==> config.mk <==
export PLATFORM = sky130hd
export DESIGN_NAME = time_programmer
export DESIGN_NICKNAME = d
export VERILOG_FILES = /design/src/rtl/time_programmer.sv
export SDC_FILE = /design/constraint.sdc
export NUM_CORES = 1
export LEC_CHECK = 0
export CAP_MARGIN = 15
export CORE_UTILIZATION = 54
export CTS_BUF_LIST = sky130_fd_sc_hd__clkbuf_16
export DETAILED_ROUTE_END_ITERATION = 16
export PLACE_DENSITY = 0.82
export SLEW_MARGIN = 30
export SYNTH_ARGS = -nofsm -noshare
export SYNTH_HDL_FRONTEND = slang
export SYNTH_SLANG_ARGS = --single-unit
==> constraint.sdc <==
create_clock -name clk -period 2.1 [get_ports clk]
set_input_delay 0.42 -clock clk [delete_from_list [all_inputs] [get_ports clk]]
set_output_delay 0.42 -clock clk [all_outputs]
set_load 0.03 [all_outputs]
==> src/rtl/time_programmer.sv <==
// Button front end and cook-time FSM for the egg timer. It debounces the raw buttons and drives the BCD
// program digits and the run enable. There is no backpressure. A press takes effect on the edge after the press pulse.
module time_programmer #(
   parameter int DEBOUNCE_COUNT = 2,
   parameter int DB_WIDTH       = 4
) (
   input  logic       clk,
   input  logic       reset,
   input  logic       btn_select,
   input  logic       btn_up,
   input  logic       btn_start,
   input  logic       count_zero,
   output logic [3:0] seconds_prog,
   output logic [3:0] tens_seconds_prog,
   output logic [3:0] minutes_prog,
   output logic [3:0] tens_minutes_prog,
   output logic       main_enable,
   output logic       editing,
   output logic [1:0] edit_digit,
   output logic       alarm
);

   localparam logic [DB_WIDTH-1:0] DB_MAX = DB_WIDTH'(DEBOUNCE_COUNT - 1);

   typedef enum logic [1:0] {S_IDLE, S_EDIT, S_RUN, S_DONE} state_t;

   // Bit order in the button vectors: 0 = up, 1 = select, 2 = start
   logic [2:0]                w_raw;
   logic [2:0]                r_sync1;
   logic [2:0]                r_sync2;
   logic [2:0]                r_stable;
   logic [2:0]                r_stable_d;
   logic [2:0]                r_press;
   logic [2:0][DB_WIDTH-1:0]  r_db_cnt;

   assign w_raw = {btn_start, btn_select, btn_up};

   always_ff @(posedge clk or posedge reset) begin
      if (reset) begin
         r_sync1    <= '0;
         r_sync2    <= '0;
         r_stable   <= '0;
         r_stable_d <= '0;
         r_press    <= '0;
         r_db_cnt   <= '0;
      end else begin
         r_sync1    <= w_raw;
         r_sync2    <= r_sync1;
         r_stable_d <= r_stable;
         r_press    <= r_stable & ~r_stable_d;
         for (int i = 0; i < 3; i++) begin
            if (r_sync2[i] == r_stable[i]) begin
               r_db_cnt[i] <= '0;
            end else if (r_db_cnt[i] == DB_MAX) begin
               r_stable[i] <= r_sync2[i];
               r_db_cnt[i] <= '0;
            end else begin
               r_db_cnt[i] <= r_db_cnt[i] + DB_WIDTH'(1);
            end
         end
      end
   end

   // When presses coincide, start wins over select, and select wins over up
   logic w_start, w_sel, w_up, w_any_press;
   assign w_start     = r_press[2];
   assign w_sel       = r_press[1] & ~r_press[2];
   assign w_up        = r_press[0] & ~r_press[1] & ~r_press[2];
   assign w_any_press = |r_press;

   state_t           r_state, w_state_nxt;
   logic [3:0][3:0]  r_dig, w_dig_nxt;
   logic [1:0]       r_edit_digit, w_edit_digit_nxt;
   logic             r_run_first, w_run_first_nxt;
   logic             r_main_enable, r_editing, r_alarm;
   logic             w_any_nz;
   logic [3:0]       w_lim;

   assign w_any_nz = |r_dig;
   assign w_lim    = (r_edit_digit == 2'd1) ? 4'd5 : 4'd9;

   always_ff @(posedge clk or posedge reset) begin
      if (reset) begin
         r_state       <= S_IDLE;
         r_dig         <= '0;
         r_edit_digit  <= 2'd0;
         r_run_first   <= 1'b0;
         r_main_enable <= 1'b0;
         r_editing     <= 1'b0;
         r_alarm       <= 1'b0;
      end else begin
         r_state       <= w_state_nxt;
         r_dig         <= w_dig_nxt;
         r_edit_digit  <= w_edit_digit_nxt;
         r_run_first   <= w_run_first_nxt;
         r_main_enable <= (w_state_nxt == S_RUN);
         r_editing     <= (w_state_nxt == S_EDIT);
         r_alarm       <= (w_state_nxt == S_DONE);
      end
   end

   always_comb begin
      w_state_nxt      = r_state;
      w_dig_nxt        = r_dig;
      w_edit_digit_nxt = r_edit_digit;
      w_run_first_nxt  = 1'b0;
      case (r_state)
         S_IDLE: begin
            if (w_start) begin
               if (w_any_nz) begin
                  w_state_nxt     = S_RUN;
                  w_run_first_nxt = 1'b1;
               end
            end else if (w_sel) begin
               w_state_nxt      = S_EDIT;
               w_edit_digit_nxt = 2'd0;
            end
         end
         S_EDIT: begin
            if (w_start) begin
               w_state_nxt     = w_any_nz ? S_RUN : S_IDLE;
               w_run_first_nxt = w_any_nz;
            end else if (w_sel) begin
               w_edit_digit_nxt = r_edit_digit + 2'd1;
            end else if (w_up) begin
               w_dig_nxt[r_edit_digit] = (r_dig[r_edit_digit] == w_lim) ? 4'd0
                                         : r_dig[r_edit_digit] + 4'd1;
            end
         end
         // During the first RUN cycle the counter is still loading, so its zero flag is ignored
         S_RUN: begin
            if (count_zero && !r_run_first) begin
               w_state_nxt = S_DONE;
            end else if (w_start) begin
               w_state_nxt = S_IDLE;
            end
         end
         S_DONE: begin
            if (w_any_press) begin
               w_state_nxt = S_IDLE;
            end
         end
         default: w_state_nxt = S_IDLE;
      endcase
   end

   assign seconds_prog      = r_dig[0];
   assign tens_seconds_prog = r_dig[1];
   assign minutes_prog      = r_dig[2];
   assign tens_minutes_prog = r_dig[3];
   assign main_enable       = r_main_enable;
   assign editing           = r_editing;
   assign edit_digit        = r_edit_digit;
   assign alarm             = r_alarm;

endmodule

==> flow_metrics.py, run 1 <==
metrics = {
    "min_path": {
        "hold_class": "reg -> reg",
        "min_from": "r_sync1[0]",
        "whs_path_depth": 0,
    },
    "setup_path": {
        "crit_slowest_cell": "mux4_2",
        "critPathTopFamily": "multiplexers",
        "regToRegStartpoint": "edit_digit[0]",
        "crit_type": "reg -> reg",
        "end_kind": "flop",
        "slowest_delay_ns": 0.62,
        "crit_fanout": 6,
        "reg2reg_depth": 4,
        "path_depth": 4,
        "arrival_ns": 2.14,
        "critical_path_required_ns": 2.26,
        "start_kind": "flop",
        "crit_buf_inv": 0,
        "cp_cell_sequence": "mux4_2 -> or3b_1 -> a21oi_2 -> o31ai_1",
        "worstSetupStartpoint": "edit_digit[0]",
    },
    "logic_synthesis": {
        "yosysSeqAreaShare": 0.578,
        "ys_ff_latch": 51,
        "yosys_warnings": 0,
        "netlist_top_cells_area": "dfrtp_1 (58%), ha_1 (4.5%), nor2_1 (3.7%)",
        "synth_top_cell_area_share": 0.578,
        "ys_types": 30,
        "syn_area_um2": 2210,
        "syn_nets": 202,
        "syn_avg_cell_area_um2": 11.7,
        "synth_cells": 188,
        "yosysTopAreaCell": "dfrtp_1",
    },
    "sta": {
        "maxSlewHeadroom": 0.701,
        "rsz0062_at_grt": "false",
        "whs_ns": 0.347,
        "hold_viol": 0,
        "max_slew.worst_pin.slew_ns": 0.449,
        "tns_ns": 0,
        "setup_violations": 0,
        "fmax_mhz": 504,
        "skew_ns": 0.00662,
        "finalCritPeriodShare": 0.944,
        "fin_ws_ns": 0.117,
        "layout_min_cycle_time_ns": 1.98,
        "finalMaxSlewViolations": 0,
    },
    "drt": {
        "routedWlPerCell_um": 15.4,
        "drcViolationCount": 0,
        "wl_mm": 4.19,
        "vias": 1609,
        "vias_per_cell": 5.92,
        "drt_iter0_drc": 160,
        "ant_nets": 0,
        "first_pass_iters": 4,
    },
    "grt": {
        "grt_max_degree": 32,
        "gr-total-overflow": 0,
        "track_usage": 0.230,
        "grt_pass1_wl_mm": 7.36,
        "grt_pass1_vias": 1549,
        "grt_antenna_before_repair": 0,
    },
    "floorplanning": {
        "die_x_um": 65.9,
        "io_pins": 27,
        "rows": 22,
        "die_h_um": 65.9,
        "dieArea_um2": 4350,
        "coreArea_um2": 3800,
        "start_util": 0.581,
    },
    "clock_network": {
        "clockRootBuffer": "clkbuf_16",
        "cts-htree-levels": 2,
        "cts_hold_buffers": 0,
        "clk_latency_ns": 0.29,
        "clockBufferDepth": 2,
        "clkTransAtPathRegs_ns": 0.06,
        "clock-sinks": 51,
        "numCtsBuffers": 5,
        "cts_tree": "yes",
    },
    "layout": {
        "synthToLayoutAreaGrowth_pct": 22.1,
        "drive_gt1_frac": 0.0938,
        "fin_area_um2": 2690,
        "final_cells": 272,
        "layout.nets": 237,
        "diodes": 0,
    },
    "status": {
        "status": "complete, no violations",
    },
    "placed_design": {
        "place.gp.congestion": 0.925,
        "dpl-instance-area_um2": 2550,
        "pre_cts_slack_ns": 0.165,
        "io_buffers": 26,
        "dp_hpwl_mm": 3.19,
        "dp.cells": 264,
    },
    "pwr": {
        "power_density_nw_per_um2": 1440,
        "power_leakage_nw": 1.22,
        "peakVddDrop_mv": 0.861,
    },
    "job": {
        "drv_cap": 0,
    },
}
==> where the power goes <==
| part | leakage (nW) | internal (mW) | switching, mW |
|---|---|---|---|
| clock | 0.0649 | 0.432 | 0.320 |
| combinational | 0.493 | 0.675 | 0.845 |
| sequential | 0.661 | 1.28 | 0.316 |
| total | 1.22 | 2.39 | 1.48 |
==> routing by layer <==
metal,wire (µm),vias up,share of wire,global-route usage
li1,-,725,-,-
met1,1610,810,0.38,0.261
met2,2280,65,0.54,0.421
met3,233,9,0.056,0.0569
met4,61,0,0.015,0.0691
met5,0,-,0,0
==> worst register-to-register path: stages (launching register included) <==
cell and delay [ns]:
dfrtp_1 0.50, mux4_2 0.62, or3b_1 0.40, a21oi_2 0.24, o31ai_1 0.10
==> cell usage in the layout (no fill, tap or decap) <==
cell type and count:
ha_1 8, clkbuf_16 5, nor4_1 4, a21oi_2 1, or3b_1 1, clkinvlp_4 1, nor4b_1 1, inv_1 5
nor2b_1 8, nand2_1 21, xnor2_1 3, o21bai_1 2, nand3_1 7, mux2i_1 2, mux4_2 3, clkdlybuf4s50_1 25
o21ai_0 6, nand2b_1 2, a21oi_1 2, dlymetal6s2s_1 1, nor2_1 22, o21ai_1 1, buf_4 2, mux2_2 7
xor2_1 6, and3_1 4, inv_2 1, mux4_1 1, dfrtp_1 51, clkinv_1 2, o31ai_1 5, buf_12 1
a41oi_1 1, a31oi_1 5, a21o_1 1, o21a_1 4, nor3b_1 2
==> kinds of logic after synthesis <==
kind of cell	Yosys count	share of synthesized area
compound gates	28	0.0833
mux	13	0.0873
simple gates	72	0.155
fa+ha+maj	8	0.0454
xor+xnor	9	0.0357
flops	51	0.578
buf+inv	7	0.0153
==> synth_stat cells <==
cell type / n
a21o_1: 1
a21oi_1: 2
a21oi_2: 1
a31oi_1: 5
a41oi_1: 1
and3_1: 4
buf_6: 1
dfrtp_1: 51
ha_1: 8
inv_1: 6
mux2_2: 7
mux2i_1: 2
mux4_1: 1
mux4_2: 3
nand2_1: 21
nand2b_1: 2
nand3_1: 7
nor2_1: 22
nor2b_1: 8
nor3b_1: 2
nor4_1: 4
nor4b_1: 1
o21a_1: 4
o21ai_0: 6
o21ai_1: 1
o21bai_1: 2
o31ai_1: 5
or3b_1: 1
xnor2_1: 3
xor2_1: 6
==> registers in the layout, summed over array words and instances (netlist names), 3 cells and up <==
name	cells
r_sync1	3
r_sync2	3
tens_seconds_prog	4
r_stable_d	3
minutes_prog	4
r_stable	3
tens_minutes_prog	4
r_db_cnt	12
r_press	3
seconds_prog	4
==> metrics by stage <==
step | utilization | power (mW)
after detailed placement | 0.672 | 3.13
after global routing | 0.709 | 4.14
after global placement | 0.672 | 3.02
after floorplan | - | 2.58
final | 0.709 | 3.87
after CTS | 0.708 | 3.88
==> cell type report <==
cell class,instances,area (µm²)
Inverter,6,22.5
Multi-Input combinational cell,130,897
Sequential cell,51,1280
Tap cell,48,60.1
Timing Repair Buffer,29,298
Fill cell,264,1100
Clock inverter,3,15.0
Clock buffer,5,125
==> final timing paths <==
kind                                         to  slack (ns)
hold / removal                       r_sync2[0]        0.35
setup reg to reg           tens_seconds_prog[3]        0.12
hold reg to reg                      r_sync2[0]        0.35
setup / recovery           tens_seconds_prog[3]        0.12
min in group asynchronous           r_db_cnt[5]        0.46
max in group asynchronous            r_sync2[1]        1.13
==> what timing repair did <==
item                                    4_1_cts  5_1_grt
buffers inserted                              0        0
endpoints found under the setup margin        0        1
gates resized for setup                       0        1
No activity file was read; power rests on OpenSTA's default activity.
==> inputs of run 2 (changes only) <==
Settings changed: ABC_AREA from default to 1, CORE_UTILIZATION 54 to 55.
==> flow_metrics.py, run 2 <==
metrics = {
    "status": {
        "status": "complete, no violations",
    },
    "logic_synthesis": {
        "synthMuxAreaShare": 0,
        "ys_types": 27,
        "ys_ff_latch": 51,
        "synth_top_family_by_area": "simple AND/OR/NAND/NOR gates",
        "syn_nets": 298,
        "synth-simple-area-share": 0.327,
        "yosysSeqAreaShare": 0.509,
        "synth_xor_area_frac": 0.0209,
        "synth_top_cell_area_share": 0.509,
        "syn_avg_cell_area_um2": 8.83,
        "yosys_warnings": 0,
        "syn_area_um2": 2510,
        "synthFlopType": "dfrtp_1",
        "synthTopCellsByCount": "nand2_1 (77), dfrtp_1 (51), nor2_1 (30)",
        "synth-compound-area-share": 0.0424,
        "async_reset_ff_frac": 1.00,
        "synth.most_common_cell": "nand2_1",
        "netlist_top_cells_area": "dfrtp_1 (51%), nand2_1 (12%), nand3_1 (5.2%)",
        "yosysTopAreaCell": "dfrtp_1",
        "synth_cells": 284,
        "synth-edff-count": 0,
        "synthAdderAreaFrac": 0.0399,
    },
    "sta": {
        "setup_violations": 0,
        "finalCritPeriodShare": 0.971,
        "maxSlewHeadroom": 0.736,
        "fmax_mhz": 491,
        "rsz0062_at_grt": "false",
        "fin_ws_ns": 0.0615,
        "max_slew.worst_pin.slew_ns": 0.396,
        "finalMaxSlewViolations": 0,
        "tns_ns": 0,
        "skew_ns": 0.00330,
        "hold_viol": 0,
        "layout_min_cycle_time_ns": 2.04,
    },
    "clock_network": {
        "cts_resized": 0,
        "clkTransAtPathRegs_ns": 0.07,
        "cts_tree": "yes",
        "cts-htree-levels": 2,
        "clock-sinks": 51,
        "clockBufferDepth": 2,
        "cts_setup_buffers": 0,
        "cts_hold_buffers": 0,
        "clockRootBuffer": "clkbuf_16",
        "numCtsBuffers": 5,
        "clk_latency_ns": 0.29,
    },
    "grt": {
        "grt_pass1_wl_mm": 8.40,
        "track_usage": 0.222,
        "grt_antenna_before_repair": 0,
        "grt_pass1_vias": 1936,
        "grtUsageMet3": 0.0407,
        "gr-total-overflow": 0,
        "use_met1": 0.280,
        "grt_max_degree": 36,
        "grt_util_met2": 0.376,
        "grt_busiest_layer": "met2",
    },
    "setup_path": {
        "arrival_ns": 1.62,
        "slowest_delay_ns": 0.75,
        "start_kind": "flop",
        "reg2reg_setup_slack_ns": 0.40,
        "critical_path_required_ns": 1.68,
        "crit_buf_inv": 1,
        "crit_type": "reg -> out",
        "cp_cell_sequence": "clkdlybuf4s50_1",
        "crit_fanout": 11,
        "reg2reg_depth": 7,
        "critPathTopFamily": "buffers and inverters",
        "r2r_end": "tens_seconds_prog[1]",
        "crit_slowest_cell": "clkdlybuf4s50_1",
        "regToRegStartpoint": "edit_digit[1]",
        "end_kind": "output pin",
        "path_depth": 1,
    },
    "drt": {
        "drt_iter0_drc": 187,
        "wl_mm": 4.68,
        "ant_nets": 0,
        "vias": 1952,
        "vias_per_cell": 5.29,
        "first_pass_iters": 4,
        "drcViolationCount": 0,
        "routedWlPerCell_um": 12.7,
    },
    "pwr": {
        "power_density_nw_per_um2": 1550,
        "internal_power_mw": 2.73,
        "pwr-share-clk": 0.225,
        "p_sw_mw": 1.96,
        "power_leakage_nw": 1.54,
        "seq_power_share": 0.346,
        "combPwrFrac": 0.429,
        "p_sw_frac": 0.418,
        "peakVddDrop_mv": 0.693,
    },
    "job": {
        "drv_cap": 0,
    },
    "layout": {
        "largest_reg_flops": 12,
        "max_flop_register": "r_db_cnt",
        "diodes": 0,
        "synthToLayoutAreaGrowth_pct": 20.5,
        "drive_gt1_frac": 0.142,
        "final_cell_mix": "nand2_1 (77), dfrtp_1 (50), nor2_1 (30)",
        "final_common_cell": "nand2_1",
        "layout.nets": 330,
    },
    "floorplanning": {
        "die_h_um": 69.5,
        "io_pins": 27,
        "start_util": 0.576,
        "rows": 24,
        "die_x_um": 69.5,
        "coreArea_um2": 4350,
        "dieArea_um2": 4840,
    },
    "min_path": {
        "whs_path_depth": 0,
        "holdPathEnd": "r_sync2[2]",
        "min_from": "r_sync1[2]",
        "hold_class": "reg -> reg",
    },
    "placed_design": {
        "io_buffers": 26,
        "dp_hpwl_mm": 3.49,
        "place.gp.congestion": 0.914,
        "pre_cts_slack_ns": 0.365,
    },
}
[run 2: area by class of cell]
class	instances	area, µm²
sequential	51	1280
multi-input combinational	200	1080
timing repair buffer	28	288
clock buffer	5	125
fill	370	1330
tap	52	65.1
inverter	30	118
clock inverter	3	71.3
[run 2: logic make-up after synthesis]
kind of cell               Yosys count
DFF                                 51
and+or+nand+nor                    167
adders and majority gates            8
buffers and inverters               33
xor gates and xnor gates             6
AOI/OAI and AO/OA                   19
[run 2: worst max-delay path by stage]
stage	from	slack [ns]	to
6_report	edit_digit[1]	0.06	edit_digit[1]
5_1_grt	edit_digit[1]	0.006	edit_digit[1]
4_1_cts	edit_digit[0]	0.05	edit_digit[0]
3_5_place_dp	edit_digit[0]	0.37	edit_digit[0]
3_3_place_gp	edit_digit[0]	0.38	edit_digit[0]
2_1_floorplan	edit_digit[1]	0.41	tens_minutes_prog[1]
[run 2: per-stage QoR]
step	cells	instance area [µm²]	hold slack [ns]	utilization	total power, mW
after floorplan	284	2510	0.331	-	3.08
after global placement	361	2830	0.333	0.649	3.57
after detailed placement	361	2830	0.336	0.649	3.63
after CTS	369	3020	0.352	0.694	4.70
after global routing	369	3020	0.358	0.694	5.02
final	369	3020	0.350	0.694	4.68
[run 2: power groups by stage]
stage	registers (mW)	logic (mW)	clock network, mW
5_1_grt	1.67	2.25	1.10
3_3_place_gp	1.61	1.95	0
2_1_floorplan	1.78	1.30	0
3_5_place_dp	1.63	2.00	0
4_1_cts	1.62	2.02	1.06
6_report	1.62	2.01	1.05
[run 2: layer usage]
metal | part of all wire | up-vias
met1 | 0.45 | 940
met5 | 0 | -
met3 | 0.034 | 11
li1 | - | 964
met2 | 0.50 | 37
met4 | 0.023 | 0
